File: src/rtl/dmem_router.sv
// N-target address router for the core data-memory pipeconnect port.
// Request layout {R, W, A[31:0], WD[31:0], WBE[3:0]}; response layout {HOLD, RD[31:0]}.
module dmem_router #(
   parameter int          NTARGET  = 2,
   parameter logic [31:0] BASE0    = 32'h1000_0000,
   parameter logic [31:0] BASE1    = 32'h0000_0000,
   parameter logic [31:0] BASE2    = 32'h0000_0000,
   parameter logic [31:0] BASE3    = 32'h0000_0000,
   parameter logic [31:0] MASK0    = 32'hFFFF_E000,
   parameter logic [31:0] MASK1    = 32'h0000_0000,
   parameter logic [31:0] MASK2    = 32'h0000_0000,
   parameter logic [31:0] MASK3    = 32'h0000_0000,
   parameter logic [31:0] ERR_DATA = 32'hDEAD_BEEF,
   parameter bit          debug    = 1'b0,
   localparam int         REQ_W    = 70,
   localparam int         RES_W    = 33
) (
   input  logic                       clk,
   input  logic                       rst,
   input  logic [REQ_W-1:0]           dmem_req,
   output logic [RES_W-1:0]           dmem_res,
   output logic [NTARGET*REQ_W-1:0]   tgt_req,
   input  logic [NTARGET*RES_W-1:0]   tgt_res,
   input  logic                       err_clr,
   output logic                       err_valid,
   output logic [31:0]                err_addr,
   output logic [15:0]                err_count
);

   logic        req_r, req_w;
   logic [31:0] req_a;
   logic [1:0]  cur;
   logic        mapped;
   logic        hold;
   logic [31:0] rd;
   logic        unused_debug;

   logic [1:0]  sel_q, sel_d;
   logic        pend_q, pend_d;
   logic        unm_q, unm_d;
   logic        err_valid_q, err_valid_d;
   logic [31:0] err_addr_q, err_addr_d;
   logic [15:0] err_count_q, err_count_d;

   logic [RES_W-1:0] res_a [4];

   assign req_r        = dmem_req[69];
   assign req_w        = dmem_req[68];
   assign req_a        = dmem_req[67:36];
   assign unused_debug = debug;

   function automatic logic win_hit(input int idx, input logic [31:0] a);
      case (idx)
         0:       win_hit = (a & MASK0) == BASE0;
         1:       win_hit = (a & MASK1) == BASE1;
         2:       win_hit = (a & MASK2) == BASE2;
         3:       win_hit = (a & MASK3) == BASE3;
         default: win_hit = 1'b0;
      endcase
   endfunction

   function automatic logic [15:0] sat_inc(input logic [15:0] v);
      sat_inc = (v == 16'hFFFF) ? v : v + 16'd1;
   endfunction

   // Unused response slots read as idle so a 2-bit select never indexes past the array.
   for (genvar g = 0; g < 4; g++) begin : g_res
      if (g < NTARGET) begin : g_used
         assign res_a[g] = tgt_res[g*RES_W +: RES_W];
      end else begin : g_idle
         assign res_a[g] = '0;
      end
   end

   // Scanning downward lets the lowest-index hit overwrite any higher one.
   always_comb begin
      cur    = 2'd0;
      mapped = 1'b0;
      for (int i = NTARGET - 1; i >= 0; i--) begin
         if (win_hit(i, req_a)) begin
            cur    = 2'(i);
            mapped = 1'b1;
         end
      end
   end

   for (genvar g = 0; g < NTARGET; g++) begin : g_fwd
      logic fwd;
      assign fwd = rst & mapped & (cur == 2'(g));
      assign tgt_req[g*REQ_W +: REQ_W] = {req_r & fwd, req_w & fwd, dmem_req[67:0]};
   end

   assign hold = rst & ((pend_q & ~unm_q & res_a[sel_q][32]) |
                        ((req_r | req_w) & mapped & res_a[cur][32]));
   assign rd   = pend_q ? (unm_q ? ERR_DATA : res_a[sel_q][31:0]) : 32'd0;

   assign dmem_res  = {hold, rd};
   assign err_valid = err_valid_q;
   assign err_addr  = err_addr_q;
   assign err_count = err_count_q;

   always_comb begin
      sel_d       = sel_q;
      pend_d      = pend_q;
      unm_d       = unm_q;
      err_valid_d = err_valid_q;
      err_addr_d  = err_addr_q;
      err_count_d = err_count_q;
      if (!hold) begin
         pend_d = req_r;
         sel_d  = cur;
         unm_d  = req_r & ~mapped;
      end
      // A new unmapped access in the same cycle as a clear restarts the log with itself.
      if ((req_r | req_w) & ~mapped & ~hold) begin
         err_count_d = err_clr ? 16'd1 : sat_inc(err_count_q);
         if (err_clr || !err_valid_q) err_addr_d = req_a;
         err_valid_d = 1'b1;
      end else if (err_clr) begin
         err_count_d = 16'd0;
         err_addr_d  = 32'd0;
         err_valid_d = 1'b0;
      end
   end

   always_ff @(posedge clk or negedge rst) begin
      if (!rst) begin
         sel_q       <= 2'd0;
         pend_q      <= 1'b0;
         unm_q       <= 1'b0;
         err_valid_q <= 1'b0;
         err_addr_q  <= 32'd0;
         err_count_q <= 16'd0;
      end else begin
         sel_q       <= sel_d;
         pend_q      <= pend_d;
         unm_q       <= unm_d;
         err_valid_q <= err_valid_d;
         err_addr_q  <= err_addr_d;
         err_count_q <= err_count_d;
      end
   end

endmodule

File: config.mk
export PLATFORM = sky130hd
export DESIGN_NAME = dmem_router
export DESIGN_NICKNAME = d
export VERILOG_FILES = /design/src/rtl/dmem_router.sv
export SDC_FILE = /design/constraint.sdc
export NUM_CORES = 1
export LEC_CHECK = 0
export ABC_AREA = 0
export CORE_AREA = 5 5 138 140
export CTS_BUF_LIST = sky130_fd_sc_hd__clkbuf_8
export DETAILED_ROUTE_END_ITERATION = 8
export DIE_AREA = 0 0 143 145
export GPL_TIMING_DRIVEN = 0
export PLACE_DENSITY = 0.56
export SETUP_SLACK_MARGIN = 0.3
export SYNTH_ARGS = -nofsm -noshare
export SYNTH_HDL_FRONTEND = slang
export SYNTH_SLANG_ARGS = --single-unit
File: constraint.sdc
create_clock -name clk -period 2.54 [get_ports clk]
set_clock_uncertainty 0.15 [all_clocks]
set_input_delay 0.635 -clock clk [delete_from_list [all_inputs] [get_ports clk]]
set_output_delay 0.635 -clock clk [all_outputs]
set_load 0.02 [all_outputs]
Word level (Yosys, flattened, before mapping)
Index checks and enable logic that the tools add are counted.

storage, ports and cells
  register bits = 3
  output and inout port bits = 222

operators by class
  bitwise operators = 13
  order comparisons = 2
  reductions and logical operators = 1
  multiplexer cells = 8
  equal/unequal tests = 2

operators by type and width
  cell                  number
  $bmux 33 s2           2
  $mux 33               4
  $mux 32               1
  $eq 19x16->1 const B  1
  $and 1x1->1           9
  $ge 3x3->1 const B    2
  $not 2->3             2
  $eq 2x1->1 const B    1
  $logic_not 2->1       1
  $or 1x1->1            2
  $mux 1                1

Logic depth before layout (Yosys ltp)
Gate-level depths: netlist (run 1).

  depth after elaboration = 9
  gate-level depth with buffers = 6

Worst setup path after synthesis (run 1)
OpenSTA, ideal clock, no wires.

  kind = input port to output port
  start = input port dmem_req[55]
  end = output port dmem_res[32]
  setup slack = -0.065 ns
  stages = 6
  data arrival time = 1.820 ns
  buffers on the path = 1
  cells stage by stage = or4_4 > nor2_4 > nand3_4 > mux2i_1 > nor2b_1 > buf_4

on the way
  longest elaborated chain between the ends = 9

RTL lines
  element                                     line  text
  start, declared                             20    input logic [REQ_W-1:0] dmem_req,
  $eq 19x16->1                                54    0: win_hit = (a & MASK0) == BASE0;
  $mux 1                                      80    if (win_hit(i, req_a)) begin
  $not 2->3 (implied by the code)             94    ((req_r | req_w) & mapped & res_a[cur][32]));
  $bmux 33 s2                                 94
  $mux 33 (implied by the code) (2 in a row)  94
  $and 1x1->1                                 94
  $or 1x1->1                                  93    assign hold = rst & ((pend_q & ~unm_q & res_a[sel_q][32]) |
  $and 1x1->1                                 93
  end, declared                               21    output logic [RES_W-1:0] dmem_res,

Every way passes these cells. The select of a mux whose other input is x is not followed.

Final worst setup path (run 1)
  start = input port dmem_req[50]
  end = output port dmem_res[32]

Same word-level chain as after synthesis.

==> impl_metrics.csv, run 1 <==
group,metric,value,unit
logic_synthesis,synth_most_common_cell,"buf_4",
logic_synthesis,synth_top_family_by_area,"buffers and inverters",
route,drt_pre_antenna_iters,3,
logic_synthesis,ys_ff_latch,2,
setup_path,rrSetupSlack,1.00,ns
route,vias_per_cell,3.096,
run_status,status,"finished, violations left",
route,drt_iter0_drc,36,
logic_synthesis,yosysTopAreaCellShare,64.66,%
power_and_ir_drop,vdd_drop_max,0.08556,mV
route,vias,2619,
logic_synthesis,synth_common_cells,"buf_4 (186), nor2_1 (37), mux2i_1 (35)",
placed_design,pre_cts_ws,-1.219,ns
placed_design,gp_congestion,0.7178,
logic_synthesis,synth_area_leaders,"buf_4 (65%), mux2i_1 (16%), nor2_1 (6.4%)",
floorplan,fp.coreArea,17720,sq um
logic_synthesis,postSynthCellCount,293,
logic_synthesis,yosysSeqAreaShare,2.317,%
cts,cts_tree,"built",
logic_synthesis,synth-compound-area-share,2.607,%
logic_synthesis,synthSimpleGateAreaFrac,12.22,%
floorplan,ios,361,
placed_design,portBuffers,261,
cts,holdBufCountCts,0,
power_and_ir_drop,power.total,1.160,mW
route,wire_per_inst,12.35,um
cells_and_area,final_area,5339,sq um
route,wl,10.45,mm
cells_and_area,nFillCells,1911,
flow_run,drv_cap,0,
setup_path,critical_path_class,"in -> out",
worst_hold_path,worstHoldEndpoint,"pend_q$_DFFE_PN0N_",
timing,max_freq,0.3508,GHz
timing,maxSlewViolCount,0,
cts,cts_root_buffer,"clkbuf_8",
global_route,grt_max_degree,11,
floorplan,die_area,20740,sq um
setup_path,cp.required,1.75,ns
timing,timing.final.ws_setup,-0.3108,ns
logic_synthesis,synth_cell_types,20,
logic_synthesis,syn-cell-area,2160,sq um
timing,period_needed,2.851,ns
timing,holdWs,0.4220,ns
logic_synthesis,synth_xor_area_share,0,%
cts,cts_sinks,2,
run_status,violations,"negative setup slack",
floorplan,fp-row-count,49,
route,antenna_left,0,
route,drc_errors,0,
logic_synthesis,synth_area_per_cell,7.371,sq um
global_route,overflow,0,
cells_and_area,drive_gt1_share,44.16,%
setup_path,r2r-start,"sel_q[0]$_DFFE_PN0N_",
cts,clockBufferDepth,2,
placed_design,place_inst,831,
timing,rsz0062_at_grt,"true",
timing,hold_violations,0,
cts,cts_buffers,3,
logic_synthesis,synth_fa_ha_area_share,0,%
setup_path,cp.arrival,2.07,ns
power_and_ir_drop,powerDensity,217.2,nW/um^2
global_route,grt_pass1_vias,2557,
cts,ctsHtreeMaxLevel,1,
timing,fin_crit_sh,112.2,%
setup_path,critPathLaunchType,"input pin",
logic_synthesis,async_reset_ff_share,100.0,%
global_route,antenna_found_initial,1,
timing,finalSetupViolations,5,
setup_path,cp_max_fo,4,
global_route,grtUsageTotal,8.829,%
logic_synthesis,ys.flop_type,"dfrtp_1",
placed_design,placed_area,5239,sq um
cells_and_area,final_nets,757,
power_and_ir_drop,leakagePower,3.096,nW
cells_and_area,stdcell_count,846,
cells_and_area,area_growth,147.2,%
global_route,grt_first_pass_wirelength,14.58,mm
setup_path,cp-end-kind,"output pin",
logic_synthesis,synth.area.mux_share,16.22,%
floorplan,die_x,143,um
floorplan,start_util,12.19,%
setup_path,reg2reg_depth,6,
cts,worstSkewPairLatency,0.21,ns
logic_synthesis,yosysWarnings,0,
setup_path,r2r-end,"pend_q$_DFFE_PN0N_",
floorplan,die_y,145,um
worst_hold_path,hp-class,"reg -> reg",
cts,path_clk_slew,0.03,ns
worst_hold_path,hold_start,"pend_q$_DFFE_PN0N_",
logic_synthesis,synth_edf_count,0,
worst_hold_path,holdPathStages,2,
logic_synthesis,yosysTopAreaCell,"buf_4",
placed_design,dp_hpwl,9.502,mm
layout by cell type, fill, tap and decap left out, types with 2 or more instances in the layout:
master	netlist	final
dlymetal6s2s_1	0	32
dlygate4sd2_1	0	25
o21ai_0	3	3
nor2_1	37	36
mux2i_2	0	2
buf_4	186	223
a21oi_1	2	2
buf_2	4	15
clkbuf_2	0	3
mux2i_1	35	33
clkdlybuf4s15_1	0	2
clkbuf_8	0	3
a31oi_1	2	2
o21ai_1	2	2
conb_1	1	49
nor2_4	2	2
clkdlybuf4s15_2	0	2
or4_4	4	4
buf_8	0	3
clkdlybuf4s50_1	0	149
buf_6	0	11
dfrtp_1	2	2
nand2_1	4	4
power by group:
group	total [mW]	internal, mW	switching (mW)
Clock	0.124	0.100	0.0242
Sequential	0.0351	0.0340	0.00110
Combinational	1.00	0.541	0.459
Total	1.16	0.675	0.484
per-stage QoR:
step                      setup TNS (ns)  utilization, %
after global placement            -14.18           29.57
after CTS                        -0.7326           29.09
after floorplan                 -0.06340               -
after global routing              -1.259           30.12
final                             -1.025           30.13
after detailed placement          -14.13           29.57
logic make-up after synthesis:
kind of cell,Yosys count
other cells,1
compound gates,10
flops,2
simple gates,50
mux,35
buf+inv,195
state kept, by name, summed over array words and instances (netlist names):
| signal | flops |
|---|---|
| pend_q | 1 |
| sel_q | 1 |
layer usage:
| layer | routed length, um | part of all wire [%] | GRT usage, % | up-vias |
|---|---|---|---|---|
| met1 | 3300 | 32 | 8.486 | 1083 |
| met2 | 5630 | 54 | 17.39 | 184 |
| met4 | 116 | 1.1 | 2.044 | 0 |
| li1 | - | - | - | 1342 |
| met3 | 1405 | 13 | 3.323 | 10 |
| met5 | 0 | 0 | 0 | - |
layout make-up:
class | instances | area, sq um | share of cell area (%)
timing repair buffer | 272 | 2623 | 49.12
buffer | 193 | 1464 | 27.42
multi-input combinational | 144 | 864.6 | 16.19
tap | 229 | 286.5 | 5.367
sequential | 2 | 50.05 | 0.9374
clock buffer | 3 | 41.29 | 0.7734
inverter | 2 | 7.507 | 0.1406
antenna | 1 | 2.502 | 0.04687
repair_timing:
action | CTS | global route
buffers inserted | 7 | 4
setup endpoints to repair | 76 | 39
pin swaps | 11 | 15
gates resized for setup | 270 | 62
worst max-delay path: stages:
cell and delay (ns):
buf_8 0.09, or4_4 0.53, nor2_4 0.17, nand3_4 0.10
mux2i_2 0.21, nor2b_1 0.07, buf_4 0.13, buf_6 0.12
worst max path at each step:
stage / from / end / slack (ns)
2_1_floorplan: dmem_req[50] / dmem_res[32] / -0.06
3_3_place_gp: dmem_req[50] / dmem_res[32] / -1.22
3_5_place_dp: dmem_req[50] / dmem_res[32] / -1.22
4_1_cts: dmem_req[67] / dmem_res[32] / -0.31
5_1_grt: dmem_req[50] / dmem_res[32] / -0.38
6_report: dmem_req[50] / dmem_res[32] / -0.31
Power figures use the tool's default switching activity.
==> run 2: changes to the inputs <==
--- a/config.mk
+++ b/config.mk
@@ -10,7 +10,6 @@
 export CTS_BUF_LIST = sky130_fd_sc_hd__clkbuf_8
 export DETAILED_ROUTE_END_ITERATION = 8
 export DIE_AREA = 0 0 143 145
-export GPL_TIMING_DRIVEN = 0
 export PLACE_DENSITY = 0.56
 export SETUP_SLACK_MARGIN = 0.3
 export SYNTH_ARGS = -nofsm -noshare
==> constraint.sdc (replaced) <==
create_clock -name clk -period 2.54 [get_ports clk]
set_clock_uncertainty 0.15 [all_clocks]
set_input_delay 0.635 -clock clk [delete_from_list [all_inputs] [get_ports clk]]
set_output_delay 0.635 -clock clk [all_outputs]
set_load 0.005 [all_outputs]
==> impl_metrics.csv, run 2 (same netlist as run 1, synthesis figures left out) <==
group,metric,value,unit
run_status,status,"finished, violations left",
run_status,violations,"negative setup slack",
setup_path,worstPathCellList,"buf_6 -> or4_4 -> nor2_4 -> nand3_4 -> mux2i_2 -> nor2b_1 -> buf_2",
power_and_ir_drop,power.total,0.5718,mW
timing,fin_crit_sh,105.7,%
setup_path,cp.arrival,1.90,ns
setup_path,cp.required,1.75,ns
timing,max_freq,0.3725,GHz
cells_and_area,final_nets,491,
setup_path,critical_path_class,"in -> out",
cells_and_area,final_area,2985,sq um
cells_and_area,antenna_cells,0,
cts,cts_sinks,2,
timing,hold_violations,0,
power_and_ir_drop,vdd_drop_max,0.1035,mV
placed_design,portBuffers,163,
setup_path,cp_top_family,"simple AND/OR/NAND/NOR gates",
global_route,grt_max_degree,18,
placed_design,gp_congestion,0.6796,
timing,finalSetupViolations,7,
cells_and_area,reg_top3,"pend_q x1, sel_q x1",
global_route,grt_pass1_vias,1827,
timing,timing.final.ws_setup,-0.1447,ns
cts,ctsHtreeMaxLevel,1,
global_route,antenna_found_initial,1,
cts,cts_root_buffer,"clkbuf_8",
timing,maxSlewViolCount,0,
route,drt_pre_antenna_iters,2,
setup_path,cp.buffers_inverters,2,
cts,clockBufferDepth,2,
placed_design,placed_area,3054,sq um
setup_path,cp_slowest_stage_delay,0.53,ns
power_and_ir_drop,powerDensity,191.6,nW/um^2
route,drc_errors,0,
setup_path,cp_max_fo,2,
floorplan,start_util,12.19,%
cells_and_area,multi_input_area,867.1,sq um
floorplan,fp.coreArea,17720,sq um
setup_path,cp-end-kind,"output pin",
cells_and_area,area_growth,38.24,%
setup_path,crit_slowest_cell,"or4_4",
setup_path,critPathLaunchType,"input pin",
route,wire_per_inst,12.50,um
global_route,grt_first_pass_wirelength,10.04,mm
global_route,grtUsageTotal,6.189,%
global_route,overflow,0,
route,antenna_left,0,
cells_and_area,nFillCells,2042,
cells_and_area,final_common_cell,"clkdlybuf4s50_1",
route,wl,7.249,mm
cts,cts_buffers,3,
placed_design,dp_hpwl,6.301,mm
cells_and_area,register_area,51.30,sq um
timing,rsz0062_at_grt,"true",
floorplan,die_y,145,um
route,vias,1764,
floorplan,die_area,20740,sq um
floorplan,ios,361,
cts,cts_tree,"built",
floorplan,die_x,143,um
timing,period_needed,2.685,ns
power_and_ir_drop,leakagePower,1.586,nW
flow_run,drv_cap,0,
cells_and_area,final_cell_mix,"clkdlybuf4s50_1 (99), conb_1 (49), nor2_1 (36), mux2i_1 (34), buf_2 (34)",
cts,worstSkewPairLatency,0.22,ns
worst_hold_path,hp-class,"reg -> reg",
floorplan,fp-row-count,49,
cts,path_clk_slew,0.03,ns
cells_and_area,drive_gt1_share,29.63,%
route,vias_per_cell,3.041,
route,drt_iter0_drc,17,
## run 2: cell types whose count changed in the layout (fill, tap and decap cells not counted), sizes merged
cell	change
buf	-175
diode	-1
inv	+1
dlymetal6s2s	-29
dlygate4sd2	-18
clkbuf	+6
clkdlybuf4s50	-50
## run 2: repair_timing
action / 4_1_cts / 5_1_grt
pin swaps: 10 / 13
gates resized for setup: 199 / 27
hold buffers: 0 / 0
setup endpoints to repair: 77 / 25
buffers inserted: 4 / 4
## run 2: per-stage QoR
stage / util [%] / TNS [ns] / worst slack [ns] / cells / hold slack (ns)
global placement: 17.24 / -4.895 / -0.9367 / 568 / 0.4436
CTS: 16.93 / -0.6038 / -0.1686 / 576 / 0.4393
global route: 16.85 / -1.037 / -0.2468 / 580 / 0.5134
finish: 16.85 / -0.6383 / -0.1447 / 580 / 0.4722
floorplan: - / -0.04013 / -0.04013 / 341 / 0.1894
detailed placement: 17.24 / -4.826 / -0.9270 / 568 / 0.4277
## run 2: worst paths after layout
check,from,end,slack [ns],depth (start not counted)
worst max-delay path,dmem_req[63],dmem_res[32],-0.14,7
worst min-delay path,pend_q$_DFFE_PN0N_,pend_q$_DFFE_PN0N_,0.47,2
worst max register to register,sel_q[0]$_DFFE_PN0N_,pend_q$_DFFE_PN0N_,0.87,7
worst min register to register,pend_q$_DFFE_PN0N_,pend_q$_DFFE_PN0N_,0.47,2
max in group asynchronous,rst,sel_q[0]$_DFFE_PN0N_,1.45,2
min in group asynchronous,rst,sel_q[0]$_DFFE_PN0N_,0.69,2
## run 2: worst register-to-register path: stages, from the launching register on
cell	delay [ns]
dfrtp_2	0.41
mux2i_1	0.29
o21ai_1	0.13
mux2i_2	0.18
buf_4	0.14
buf_6	0.08
buf_6	0.08
o221ai_2	0.08
## run 2: layer usage
metal  vias to the layer above  routed length, um  track usage [%]
li1                        809                  -                -
met1                       713               1979            5.009
met2                       181               3372            10.62
met3                        61               1277            3.422
met4                         0                619            5.276
met5                         -                  0                0
## run 2: power breakdown
part           internal [mW]  total (mW)  switching, mW
Clock                  0.102       0.130         0.0276
Sequential            0.0340      0.0351        0.00113
Combinational          0.255       0.407          0.152
## run 2: layout make-up
| class | count | share of cell area (%) |
|---|---|---|
| Clock buffer | 3 | 1.383 |
| Clock inverter | 1 | 0.1257 |
| Inverter | 2 | 0.2515 |
| Multi-Input combinational cell | 144 | 29.04 |
| Sequential cell | 2 | 1.718 |
| Tap cell | 229 | 9.598 |
| Timing Repair Buffer | 199 | 57.88 |
==> run 3: changes to the inputs <==
--- a/config.mk
+++ b/config.mk
@@ -10,8 +10,10 @@
 export CTS_BUF_LIST = sky130_fd_sc_hd__clkbuf_8
 export DETAILED_ROUTE_END_ITERATION = 8
 export DIE_AREA = 0 0 143 145
+export MAX_ROUTING_LAYER = met4
 export PLACE_DENSITY = 0.56
 export SETUP_SLACK_MARGIN = 0.3
+export SKIP_CTS_REPAIR_TIMING = 1
 export SYNTH_ARGS = -nofsm -noshare
 export SYNTH_HDL_FRONTEND = slang
 export SYNTH_SLANG_ARGS = --single-unit
==> impl_metrics.csv, run 3 (same netlist as run 1, synthesis figures left out) <==
group,metric,value,unit
worst_hold_path,hp-class,"reg -> reg",
cts,cts_root_buffer,"clkbuf_8",
global_route,use_met3,2.402,%
global_route,grt_util_met1,5.446,%
cells_and_area,fin_util,17.75,%
placed_design,gp_congestion,0.6865,
placed_design,dp_hpwl,6.301,mm
floorplan,fp-row-count,49,
route,vias,1755,
global_route,busiest_layer,"met2",
floorplan,start_util,12.19,%
cells_and_area,final_common_cell,"clkdlybuf4s50_1",
cells_and_area,nFillCells,2010,
global_route,antenna_found_initial,1,
setup_path,reg2reg_depth,6,
run_status,violations,"negative setup slack",
cts,ctsHtreeMaxLevel,1,
power_and_ir_drop,leakagePower,1.961,nW
global_route,grtUsageTotal,6.223,%
setup_path,rrSetupSlack,1.09,ns
cts,path_clk_slew,0.03,ns
timing,period_needed,2.703,ns
route,drt_iter0_drc,24,
placed_design,portBuffers,163,
power_and_ir_drop,power.total,0.5834,mW
cells_and_area,area_growth,45.60,%
cts,clockBufferDepth,2,
setup_path,crit_slowest_cell,"or4_4",
timing,timing.final.ws_setup,-0.1635,ns
cts,cts_tree,"built",
cells_and_area,final_nets,487,
flow_run,drv_cap,0,
setup_path,cp.arrival,1.92,ns
setup_path,critical_path_class,"in -> out",
cts,cts_sinks,2,
cells_and_area,antenna_cells,0,
power_and_ir_drop,powerDensity,185.5,nW/um^2
floorplan,die_area,20740,sq um
cts,worstSkewPairLatency,0.22,ns
run_status,status,"finished, violations left",
timing,fin_crit_sh,106.4,%
cts,cts_buffers,3,
route,antenna_left,0,
global_route,met2_usage,10.34,%
cells_and_area,final_cell_mix,"clkdlybuf4s50_1 (104), conb_1 (49), dlymetal6s2s_1 (38), nor2_1 (35), mux2i_1 (34)",
route,wl,7.188,mm
cells_and_area,reg_top3,"pend_q x1, sel_q x1",
cells_and_area,multi_input_area,863.3,sq um
global_route,grt_first_pass_wirelength,9.763,mm
route,vias_per_cell,3.047,
worst_hold_path,holdPathStages,2,
setup_path,startpoint,"dmem_req[63]",
timing,finalSetupViolations,4,
setup_path,r2r-start,"pend_q$_DFFE_PN0N_",
worst_hold_path,worstHoldEndpoint,"pend_q$_DFFE_PN0N_",
cells_and_area,drive_gt1_share,19.88,%
floorplan,die_y,145,um
setup_path,worstPathCellList,"dlymetal6s2s_1 -> or4_4 -> nor2_4 -> nand3_4 -> mux2i_2 -> nor2b_1 -> buf_2",
worst_hold_path,hold_start,"pend_q$_DFFE_PN0N_",
timing,maxSlewViolCount,0,
route,drt_pre_antenna_iters,3,
timing,rsz0062_at_grt,"true",
setup_path,cp.required,1.75,ns
route,wire_per_inst,12.48,um
floorplan,ios,361,
global_route,grt_max_degree,18,
setup_path,cp-end-kind,"output pin",
floorplan,die_x,143,um
timing,hold_violations,0,
setup_path,cp_slowest_stage_delay,0.52,ns
power_and_ir_drop,vdd_drop_max,0.1018,mV
setup_path,cp_max_fo,4,
global_route,grt_pass1_vias,1797,
global_route,overflow,0,
timing,max_freq,0.3699,GHz
setup_path,r2r-end,"pend_q$_DFFE_PN0N_",
route,drc_errors,0,
floorplan,fp.coreArea,17720,sq um
setup_path,critPathLaunchType,"input pin",
cells_and_area,register_area,51.30,sq um
-- run 3: cell count changes in the layout (fill, tap and decap cells not counted), sizes merged --
| cell | before | now |
|---|---|---|
| buf | 77 | 38 |
| dlymetal6s2s | 3 | 38 |
| dlygate4sd2 | 7 | 0 |
| clkbuf | 12 | 18 |
| clkdlybuf4s50 | 99 | 104 |
| clkdlybuf4s15 | 4 | 0 |
-- run 3: through the flow --
stage	hold slack, ns	cell area [sq um]	setup TNS [ns]	setup slack, ns	cells
2_1_floorplan	0.1894	2340	-0.04013	-0.04013	341
3_3_place_gp	0.4436	3054	-4.895	-0.9367	568
3_5_place_dp	0.4277	3054	-4.826	-0.9270	568
4_1_cts	0.4393	3099	-4.866	-0.9279	572
5_1_grt	0.4626	3144	-0.7685	-0.2747	576
6_report	0.4352	3144	-0.4126	-0.1635	576
-- run 3: worst max path at each step --
stage                     cells after the start  slack, ns      endpoint
final                                         7      -0.16  dmem_res[32]
after global routing                          7      -0.27  dmem_res[32]
after CTS                                     7      -0.93  dmem_res[32]
after detailed placement                      7      -0.93  dmem_res[32]
after global placement                        7      -0.94  dmem_res[32]
after floorplan                               6      -0.04  dmem_res[32]
-- run 3: cell type report --
cell class / count / share of cell area (%)
Timing Repair Buffer: 195 / 60.13
Clock inverter: 1 / 0.1194
Clock buffer: 3 / 1.313
Sequential cell: 2 / 1.632
Tap cell: 229 / 9.113
Inverter: 2 / 0.2388
Multi-Input combinational cell: 144 / 27.46
-- run 3: report_power, final --
group	internal, mW	switching (mW)	total (mW)	leakage, nW
combinational	0.269	0.147	0.416	1.91
clock	0.103	0.0298	0.132	0.0269
sequential	0.0340	0.00114	0.0351	0.0203
total	0.406	0.178	0.583	1.96
-- run 3: worst max-delay path: cells and delay by family --
kind / cells / cell delay, ns
buffers and inverters: 2 / 0.26
muxes: 1 / 0.17
and+or+nand+nor: 4 / 0.85
-- run 3: metal layers --
metal / share of wire, % / vias up
met5: 0 / -
met1: 30 / 710
met2: 46 / 181
met4: 8.6 / 0
met3: 15 / 60
li1: - / 804
